<file path="config.mk">
export PLATFORM = sky130hd
export DESIGN_NAME = instr_encoder_loader_flat
export DESIGN_NICKNAME = d
export VERILOG_FILES = /design/src/rtl/instr_encoder_loader_if.sv /design/src/rtl/instr_encoder_loader.sv /design/src/flat_wrapper.sv
export SDC_FILE = /design/constraint.sdc
export NUM_CORES = 1
export LEC_CHECK = 0
export CAP_MARGIN = 0
export CORE_MARGIN = 5
export CORE_UTILIZATION = 40
export CTS_CLUSTER_DIAMETER = 50
export CTS_CLUSTER_SIZE = 25
export DETAILED_ROUTE_END_ITERATION = 8
export PLACE_DENSITY = 0.75
export SLEW_MARGIN = 25
export SYNTH_ARGS = -nofsm -noshare
export SYNTH_HDL_FRONTEND = slang
export SYNTH_SLANG_ARGS = --single-unit
</file>
<file path="constraint.sdc">
create_clock -name clk -period 3.05 [get_ports clk]
set_input_delay 0.61 -clock clk [delete_from_list [all_inputs] [get_ports clk]]
set_output_delay 0.61 -clock clk [all_outputs]
set_load 0.05 [all_outputs]
</file>
<file path="src/rtl/instr_encoder_loader_if.sv">
// Request and imem-write bundle for instr_encoder_loader: field inputs with
// valid/ready handshake, imem write port, and status outputs.
interface instr_encoder_loader_if #(
    parameter int ADDR_W = 6
);
    logic              valid;
    logic              ready;
    logic [2:0]        itype;
    logic [4:0]        rd;
    logic [4:0]        rs1;
    logic [4:0]        rs2;
    logic [2:0]        funct3;
    logic [6:0]        funct7;
    logic [12:0]       imm;
    logic              imem_we;
    logic [ADDR_W-1:0] imem_addr;
    logic [31:0]       imem_data;
    logic [ADDR_W:0]   count;
    logic              full;
    logic              err;
    logic [5:0]        ctrl_exp;

    modport master (
        output valid, itype, rd, rs1, rs2, funct3, funct7, imm,
        input  ready, imem_we, imem_addr, imem_data, count, full, err, ctrl_exp
    );

    modport slave (
        input  valid, itype, rd, rs1, rs2, funct3, funct7, imm,
        output ready, imem_we, imem_addr, imem_data, count, full, err, ctrl_exp
    );
endinterface

</file>
<file path="src/rtl/instr_encoder_loader.sv">
// Encodes RISC-V I/R/S/L/B/jalr words from fields and writes them sequentially into imem.
// Define ENC_CTRL_CHECK_EN to register the expected decoder control pattern on ctrl_exp.
module instr_encoder_loader #(
    parameter int ADDR_W     = 6,
    parameter int START_ADDR = 0
) (
    input logic                   clk,
    input logic                   rst,
    input logic                   clear,
    instr_encoder_loader_if.slave bus
);
    typedef enum logic [1:0] {IDLE, ENC, WR, ERR} state_t;

    localparam logic [ADDR_W:0]   CAP   = {1'b1, {ADDR_W{1'b0}}};
    localparam logic [ADDR_W-1:0] START = ADDR_W'(START_ADDR);

    state_t state, state_next;

    logic [2:0]        req_type;
    logic [4:0]        req_rd;
    logic [4:0]        req_rs1;
    logic [4:0]        req_rs2;
    logic [2:0]        req_f3;
    logic [6:0]        req_f7;
    logic [12:0]       req_imm;

    logic [ADDR_W-1:0] addr;
    logic [ADDR_W:0]   count;
    logic [31:0]       data;
    logic              full;
    logic              accept;

    logic [31:0]       enc_word;
    logic              enc_bad;
    logic [5:0]        enc_ctrl;

    assign full   = (count == CAP);
    assign accept = (state == IDLE) && bus.valid && !full && !clear;

    always_ff @(posedge clk) begin
        if (rst) state <= IDLE;
        else     state <= state_next;
    end

    always_comb begin
        state_next = state;
        case (state)
            IDLE:    if (accept) state_next = ENC;
            ENC: begin
                if (clear)        state_next = IDLE;
                else if (enc_bad) state_next = ERR;
                else              state_next = WR;
            end
            WR:      state_next = IDLE;
            ERR:     state_next = IDLE;
            default: state_next = IDLE;
        endcase
    end

    always_comb begin
        enc_word = '0;
        enc_bad  = 1'b0;
        enc_ctrl = '0;
        case (req_type)
            3'd0: begin
                enc_word = {req_imm[11:0], req_rs1, req_f3, req_rd, 7'b0010011};
                enc_ctrl = 6'b110000;
            end
            3'd1: begin
                enc_word = {req_f7, req_rs2, req_rs1, req_f3, req_rd, 7'b0110011};
                enc_ctrl = 6'b100000;
            end
            3'd2: begin
                enc_word = {req_imm[11:5], req_rs2, req_rs1, req_f3, req_imm[4:0], 7'b0100011};
                enc_ctrl = 6'b010010;
            end
            3'd3: begin
                enc_word = {req_imm[11:0], req_rs1, req_f3, req_rd, 7'b0000011};
                enc_ctrl = 6'b110101;
            end
            3'd4: begin
                // Branch offsets are halfword-aligned; a set bit 0 cannot be encoded.
                enc_word = {req_imm[12], req_imm[10:5], req_rs2, req_rs1, req_f3,
                            req_imm[4:1], req_imm[11], 7'b1100011};
                enc_ctrl = 6'b001000;
                enc_bad  = req_imm[0];
            end
            3'd5: begin
                enc_word = {req_imm[11:0], req_rs1, req_f3, req_rd, 7'b1100111};
                enc_ctrl = 6'b001000;
            end
            default: enc_bad = 1'b1;
        endcase
    end

    always_ff @(posedge clk) begin
        if (rst) begin
            req_type <= '0;
            req_rd   <= '0;
            req_rs1  <= '0;
            req_rs2  <= '0;
            req_f3   <= '0;
            req_f7   <= '0;
            req_imm  <= '0;
            addr     <= START;
            count    <= '0;
            data     <= '0;
        end else begin
            if (accept) begin
                req_type <= bus.itype;
                req_rd   <= bus.rd;
                req_rs1  <= bus.rs1;
                req_rs2  <= bus.rs2;
                req_f3   <= bus.funct3;
                req_f7   <= bus.funct7;
                req_imm  <= bus.imm;
            end
            // Clear wins over an in-flight encode or write.
            if (clear) begin
                addr  <= START;
                count <= '0;
            end else begin
                if (state == ENC && !enc_bad) data <= enc_word;
                if (state == WR) begin
                    addr  <= addr + 1'b1;
                    count <= count + 1'b1;
                end
            end
        end
    end

`ifdef ENC_CTRL_CHECK_EN
    logic [5:0] ctrl;

    always_ff @(posedge clk) begin
        if (rst)                         ctrl <= '0;
        else if (state == ENC && !clear) ctrl <= enc_ctrl;
    end

    assign bus.ctrl_exp = ctrl;
`else
    assign bus.ctrl_exp = '0;
`endif

    assign bus.ready     = (state == IDLE) && !full;
    assign bus.imem_we   = (state == WR) && !clear;
    assign bus.err       = (state == ERR);
    assign bus.imem_addr = addr;
    assign bus.imem_data = data;
    assign bus.count     = count;
    assign bus.full      = full;
endmodule

</file>
<file path="src/flat_wrapper.sv">
// flat-port wrapper written by rule: the top's interface ports become plain ports
module instr_encoder_loader_flat 
#(
    parameter int ADDR_W     = 6,
    parameter int START_ADDR = 0
)
  (clk, rst, clear, bus_valid, bus_itype, bus_rd, bus_rs1, bus_rs2, bus_funct3, bus_funct7, bus_imm, bus_ready, bus_imem_we, bus_imem_addr, bus_imem_data, bus_count, bus_full, bus_err, bus_ctrl_exp);
  instr_encoder_loader_if #(.ADDR_W(ADDR_W)) bus_i ();
  input logic clk;
  input logic rst;
  input logic clear;
  input wire logic [$bits(bus_i.valid)-1:0] bus_valid;
  input wire logic [$bits(bus_i.itype)-1:0] bus_itype;
  input wire logic [$bits(bus_i.rd)-1:0] bus_rd;
  input wire logic [$bits(bus_i.rs1)-1:0] bus_rs1;
  input wire logic [$bits(bus_i.rs2)-1:0] bus_rs2;
  input wire logic [$bits(bus_i.funct3)-1:0] bus_funct3;
  input wire logic [$bits(bus_i.funct7)-1:0] bus_funct7;
  input wire logic [$bits(bus_i.imm)-1:0] bus_imm;
  output wire logic [$bits(bus_i.ready)-1:0] bus_ready;
  output wire logic [$bits(bus_i.imem_we)-1:0] bus_imem_we;
  output wire logic [$bits(bus_i.imem_addr)-1:0] bus_imem_addr;
  output wire logic [$bits(bus_i.imem_data)-1:0] bus_imem_data;
  output wire logic [$bits(bus_i.count)-1:0] bus_count;
  output wire logic [$bits(bus_i.full)-1:0] bus_full;
  output wire logic [$bits(bus_i.err)-1:0] bus_err;
  output wire logic [$bits(bus_i.ctrl_exp)-1:0] bus_ctrl_exp;
  assign bus_i.valid = bus_valid;
  assign bus_i.itype = bus_itype;
  assign bus_i.rd = bus_rd;
  assign bus_i.rs1 = bus_rs1;
  assign bus_i.rs2 = bus_rs2;
  assign bus_i.funct3 = bus_funct3;
  assign bus_i.funct7 = bus_funct7;
  assign bus_i.imm = bus_imm;
  assign bus_ready = bus_i.ready;
  assign bus_imem_we = bus_i.imem_we;
  assign bus_imem_addr = bus_i.imem_addr;
  assign bus_imem_data = bus_i.imem_data;
  assign bus_count = bus_i.count;
  assign bus_full = bus_i.full;
  assign bus_err = bus_i.err;
  assign bus_ctrl_exp = bus_i.ctrl_exp;
  instr_encoder_loader #(.ADDR_W(ADDR_W), .START_ADDR(START_ADDR)) u_core (.clk(clk), .rst(rst), .clear(clear), .bus(bus_i));
endmodule
</file>
# [Word-level counts from Yosys, hierarchy flattened]
# Cells that the tools add are included.
[totals] register_bits=88 in_bits=45
[op_classes] addsub=2 n_eq_ne=10 n_mux=6 n_bitwise=1 n_reduce_logical=15
[op_table] cell="one-hot mux 32 bit (6 select lines)" count=1
[op_table] cell="adder 7 x 1 -> 7 bit (second input constant)" count=1
[op_table] cell="equality test 7 bit (second input constant)" count=1
[op_table] cell="adder 6 x 1 -> 6 bit (second input constant)" count=1
[op_table] cell="equality test 3 x 2 -> 1 bit (second input constant)" count=2
[op_table] cell="equality test 3 bit (second input constant)" count=2
[op_table] cell="logical AND 1 bit" count=6
[op_table] cell="one-hot mux 2 bit (3 select lines)" count=1
[op_table] cell="OR reduction 5 bit" count=1
[op_table] cell="equality test 2 bit (second input constant)" count=2
[op_table] cell="2-to-1 mux 2 bit" count=2
[op_table] cell="OR reduction 2 bit" count=2
[op_table] cell="equality test 3 x 1 -> 1 bit (second input constant)" count=1
[op_table] cell="logical NOT 1 bit" count=3
[op_table] cell="logical NOT 3 bit" count=1
[op_table] cell="equality test 2 x 1 -> 1 bit (second input constant)" count=1
[op_table] cell="logical NOT 2 bit" count=1
[op_table] cell="!= test 2 x 1 -> 1 bit (second input constant)" count=1
[op_table] cell="one-hot mux 1 bit (2 select lines)" count=1
[op_table] cell="AND reduction 2 bit" count=1
[op_table] cell="2-to-1 mux 1 bit" count=1
[op_table] cell="inverter 1 bit" count=1

# [Longest topological paths before layout]
[logic_depth] ltp_word=6 mapped_depth=6

# [Worst setup path after synthesis]
# Ideal clock, no wire load.
[synth_timing] kind="flip-flop to output port" startpoint="register u_core.count[0], in the netlist u_core.bus.count[0]" endpoint="output port bus_ready" arrival_time_ps=2500 setup_slack_ps=-60 stages_incl_launch_ff=5 path_buffers=0 path_cell_list="dfxtp_1 > inv_1 > ha_1 > and3_1 > nor3_1"
[synth_between] elab_chain_len=3
[synth_lines] item="from (decl)" line_no="instr_encoder_loader.sv:28" rtl="logic [ADDR_W:0] count;"
[synth_lines] item="from (signal assigned)" line_no="instr_encoder_loader.sv:126" rtl="count <= count + 1'b1;"
[synth_lines] item="equality test 7 bit" line_no="instr_encoder_loader.sv:37" rtl="assign full = (count == CAP);"
[synth_lines] item="named net bus_full" line_no="flat_wrapper.sv:25" rtl="output wire logic [$bits(bus_i.full)-1:0] bus_full;"
[synth_lines] item="logical NOT 1 bit" line_no="instr_encoder_loader.sv:145" rtl="assign bus.ready = (state == IDLE) && !full;"
[synth_lines] item="logical AND 1 bit" line_no="instr_encoder_loader.sv:145"
[synth_lines] item="to (decl)" line_no="flat_wrapper.sv:20" rtl="output wire logic [$bits(bus_i.ready)-1:0] bus_ready;"
# The timed path passes the listed nets, and every way through them passes these cells.

# [Worst setup path in the final report]
[layout_timing] startpoint="register u_core.count[0], in the netlist u_core.bus.count[0]" endpoint="output port bus_ready"
[layout_between] elab_chain_len=3
[layout_lines] item="equality test 7 bit" line_no="instr_encoder_loader.sv:37"
[layout_lines] item="logical NOT 1 bit" line_no="instr_encoder_loader.sv:145"
[layout_lines] item="logical AND 1 bit" line_no="instr_encoder_loader.sv:145"
# No other way between the ends.

==> impl_metrics.tcl <==
set metrics [dict create \
    synth_seq_area_share 0.459 \
    intPower_mw 1.60 \
    rsz0062_at_grt "no" \
    clockRootBuffer "clkbuf_8" \
    synth_common_cells "nand2_1 (92), dfxtp_1 (86), a21oi_1 (68)" \
    diodes 0 \
    cts_tree "built" \
    final_nets 574 \
    syn_area_per_cell_um2 8.35 \
    drv_slew 0 \
    start_kind "flip-flop" \
    insertion_delay_ps 370 \
    cp_data_required_time_ps 2440 \
    place_inst 626 \
    post-place-ws_ps 452 \
    synth_warnings 0 \
    muxShareOfSynthArea 0.0427 \
    final_cells 642 \
    crit_fanout 5 \
    clk_path_buf_depth 2 \
    drt_iter0_drc 192 \
    synth-simple-area-share 0.191 \
    num_vias 3327 \
    clkSlewWorstSetupHoldPaths_ps 100 \
    fp.dieH_um 107 \
    hold_viol_final 0 \
    cts.sinks 86 \
    power.net_switching_mw 0.656 \
    first_global_vias 3164 \
    grt-ovfl-total 0 \
    vdd_drop_max_mv 0.202 \
    async_flop_share 0 \
    post-synth-top-count-cell "nand2_1" \
    grt_usage 0.166 \
    ys_types 43 \
    tightest_slew_ps 823 \
    setup_viol_count_final 0 \
    fill_cells 862 \
    period_needed_ps 2880 \
    detail_route.drc_violations 0 \
    core_um2 9200 \
    io_buffers 92 \
    place.detailed.hpwl_um 6800 \
    dieWidth_um 107 \
    power_frac_seq 0.525 \
    grt_pass1_wl_um 15300 \
    cts-buffers-inserted 9 \
    gp_routability_congestion 0.757 \
    drive_gt1_frac 0.0753 \
    post_drt_wl_per_cell_um 14.9 \
    cts_hold_buf 0 \
    htreeDepth 3 \
    leakage_nw 1.66 \
    fin_setup_tns_ps 0 \
    power_per_cell_area_nw_per_um2 462 \
    final_antenna_net_count 0 \
    synthTopCellsByArea "dfxtp_1 (46%), nand2_1 (9.2%), a21oi_1 (9.1%)" \
    vias_per_cell 5.18 \
    maxCapViolations 0 \
    synth_compound_area_frac 0.203 \
    clock_skew_ps 19.0 \
    yosysTopAreaCell "dfxtp_1" \
    slew_headroom 0.451 \
    fin_ws_ps 170 \
    setup.worst_path.end_class "primary output" \
    finalPower_mw 2.25 \
    dr.pass1.iters 5 \
    crit_type "flip-flop to primary output" \
    antenna_found_initial 0 \
    initial_core_util 0.408 \
    syn_inst 449 \
    synth-adder-area-share 0.0100 \
    arrival_ps 2270 \
    period_share 0.944 \
    pwr-share-clk 0.348 \
    grt_max_degree 43 \
    p_sw_frac 0.291 \
    hold_path.class "flip-flop to flip-flop" \
    synthXorXnorAreaFrac 0.0280 \
    ioPinCount 100 \
    synth_edf_count 0 \
    row_count 35 \
    dieArea_um2 11400 \
    syn_area_um2 3750 \
    cts_setup_buffers 0 \
    ys_ff_latch 86 \
    ys.flop_type "dfxtp_1" \
    routed_wl_um 9580 \
    synth_top_area_frac 0.459 \
    clock.fmax_mhz 347 \
    combPwrFrac 0.127 \
    synth_top_family_by_area "compound AO/OA/AOI/OAI gates" \
    post_cts_resized 0 \
    status "finished clean" \
    area_delta_synth_final_pct 30.3 \
]
==> state kept, by name, summed over array words and instances, names as in the netlist <==
register              cells
u_core.req_imm           13
u_core.bus.imem_addr      6
u_core.req_rd             5
u_core.req_type           3
u_core.req_rs1            5
u_core.bus.imem_data     30
u_core.req_f3             3
u_core.bus.count          7
u_core.req_rs2            5
u_core.req_f7             7
u_core.state              2
==> final timing paths <==
| check | startpoint | cells after the start | endpoint | slack [ps] |
|---|---|---|---|---|
| min | u_core.req_f7[3] | 2 | u_core.req_f7[3] | 460 |
| max reg2reg | u_core.req_type[2] | 4 | u_core.bus.imem_data[29] | 960 |
| min reg2reg | u_core.req_f7[3] | 2 | u_core.req_f7[3] | 460 |
| max | u_core.bus.count[0] | 5 | bus_ready | 170 |
==> final cells by class <==
cell class / instances / area, um^2 / share of cell area
clock buffer: 9 / 124 / 0.0254
clock inverter: 7 / 75.1 / 0.0154
inverter: 5 / 18.8 / 0.00384
multi-input combinational: 324 / 1820 / 0.373
sequential: 86 / 1720 / 0.352
tap: 111 / 139 / 0.0284
timing repair buffer: 100 / 986 / 0.202
==> metrics by stage <==
step	hold WS (ps)	instance area, um^2	util
2_1_floorplan	436	3780	-
3_3_place_gp	441	4690	0.510
3_5_place_dp	448	4690	0.510
4_1_cts	461	4880	0.531
5_1_grt	477	4880	0.531
6_report	459	4880	0.531
==> power by group through the flow <==
| stage | logic [mW] | registers, mW | clock network [mW] |
|---|---|---|---|
| floorplan | 0.167 | 1.23 | 0 |
| global placement | 0.282 | 1.21 | 0 |
| detailed placement | 0.286 | 1.21 | 0 |
| CTS | 0.287 | 1.18 | 0.801 |
| global route | 0.310 | 1.19 | 0.849 |
| finish | 0.286 | 1.18 | 0.785 |
==> layer usage <==
| metal | wire length (um) | GRT usage |
|---|---|---|
| met1 | 4100 | 0.212 |
| met2 | 4800 | 0.274 |
| met3 | 561 | 0.0385 |
| met4 | 123 | 0.0594 |
| met5 | 0 | 0 |
==> cells by family after synthesis <==
kind of cell	after synthesis
AOI/OAI and AO/OA	127
xor gates and xnor gates	12
adders and majority gates	3
buffers and inverters	45
DFF	86
muxes	16
other	1
and+or+nand+nor	159
==> layout by cell type, fill, tap and decap left out, types with 9 or more instances in the layout <==
master,netlist,routed
nand2_1,92,92
clkdlybuf4s50_1,0,90
dfxtp_1,86,86
a21oi_1,68,68
nor2_1,22,22
o21ai_0,17,17
mux2i_1,16,16
nor3_1,12,11
nand3_1,9,9
clkbuf_8,0,9
==> worst max-delay path: stages (launching register included) <==
cell and delay [ps]:
dfxtp_1 420, inv_1 60, ha_1 250, and3_1 220
nor3_2 110, clkdlybuf4s50_1 840
Power figures use the tool's default switching activity.
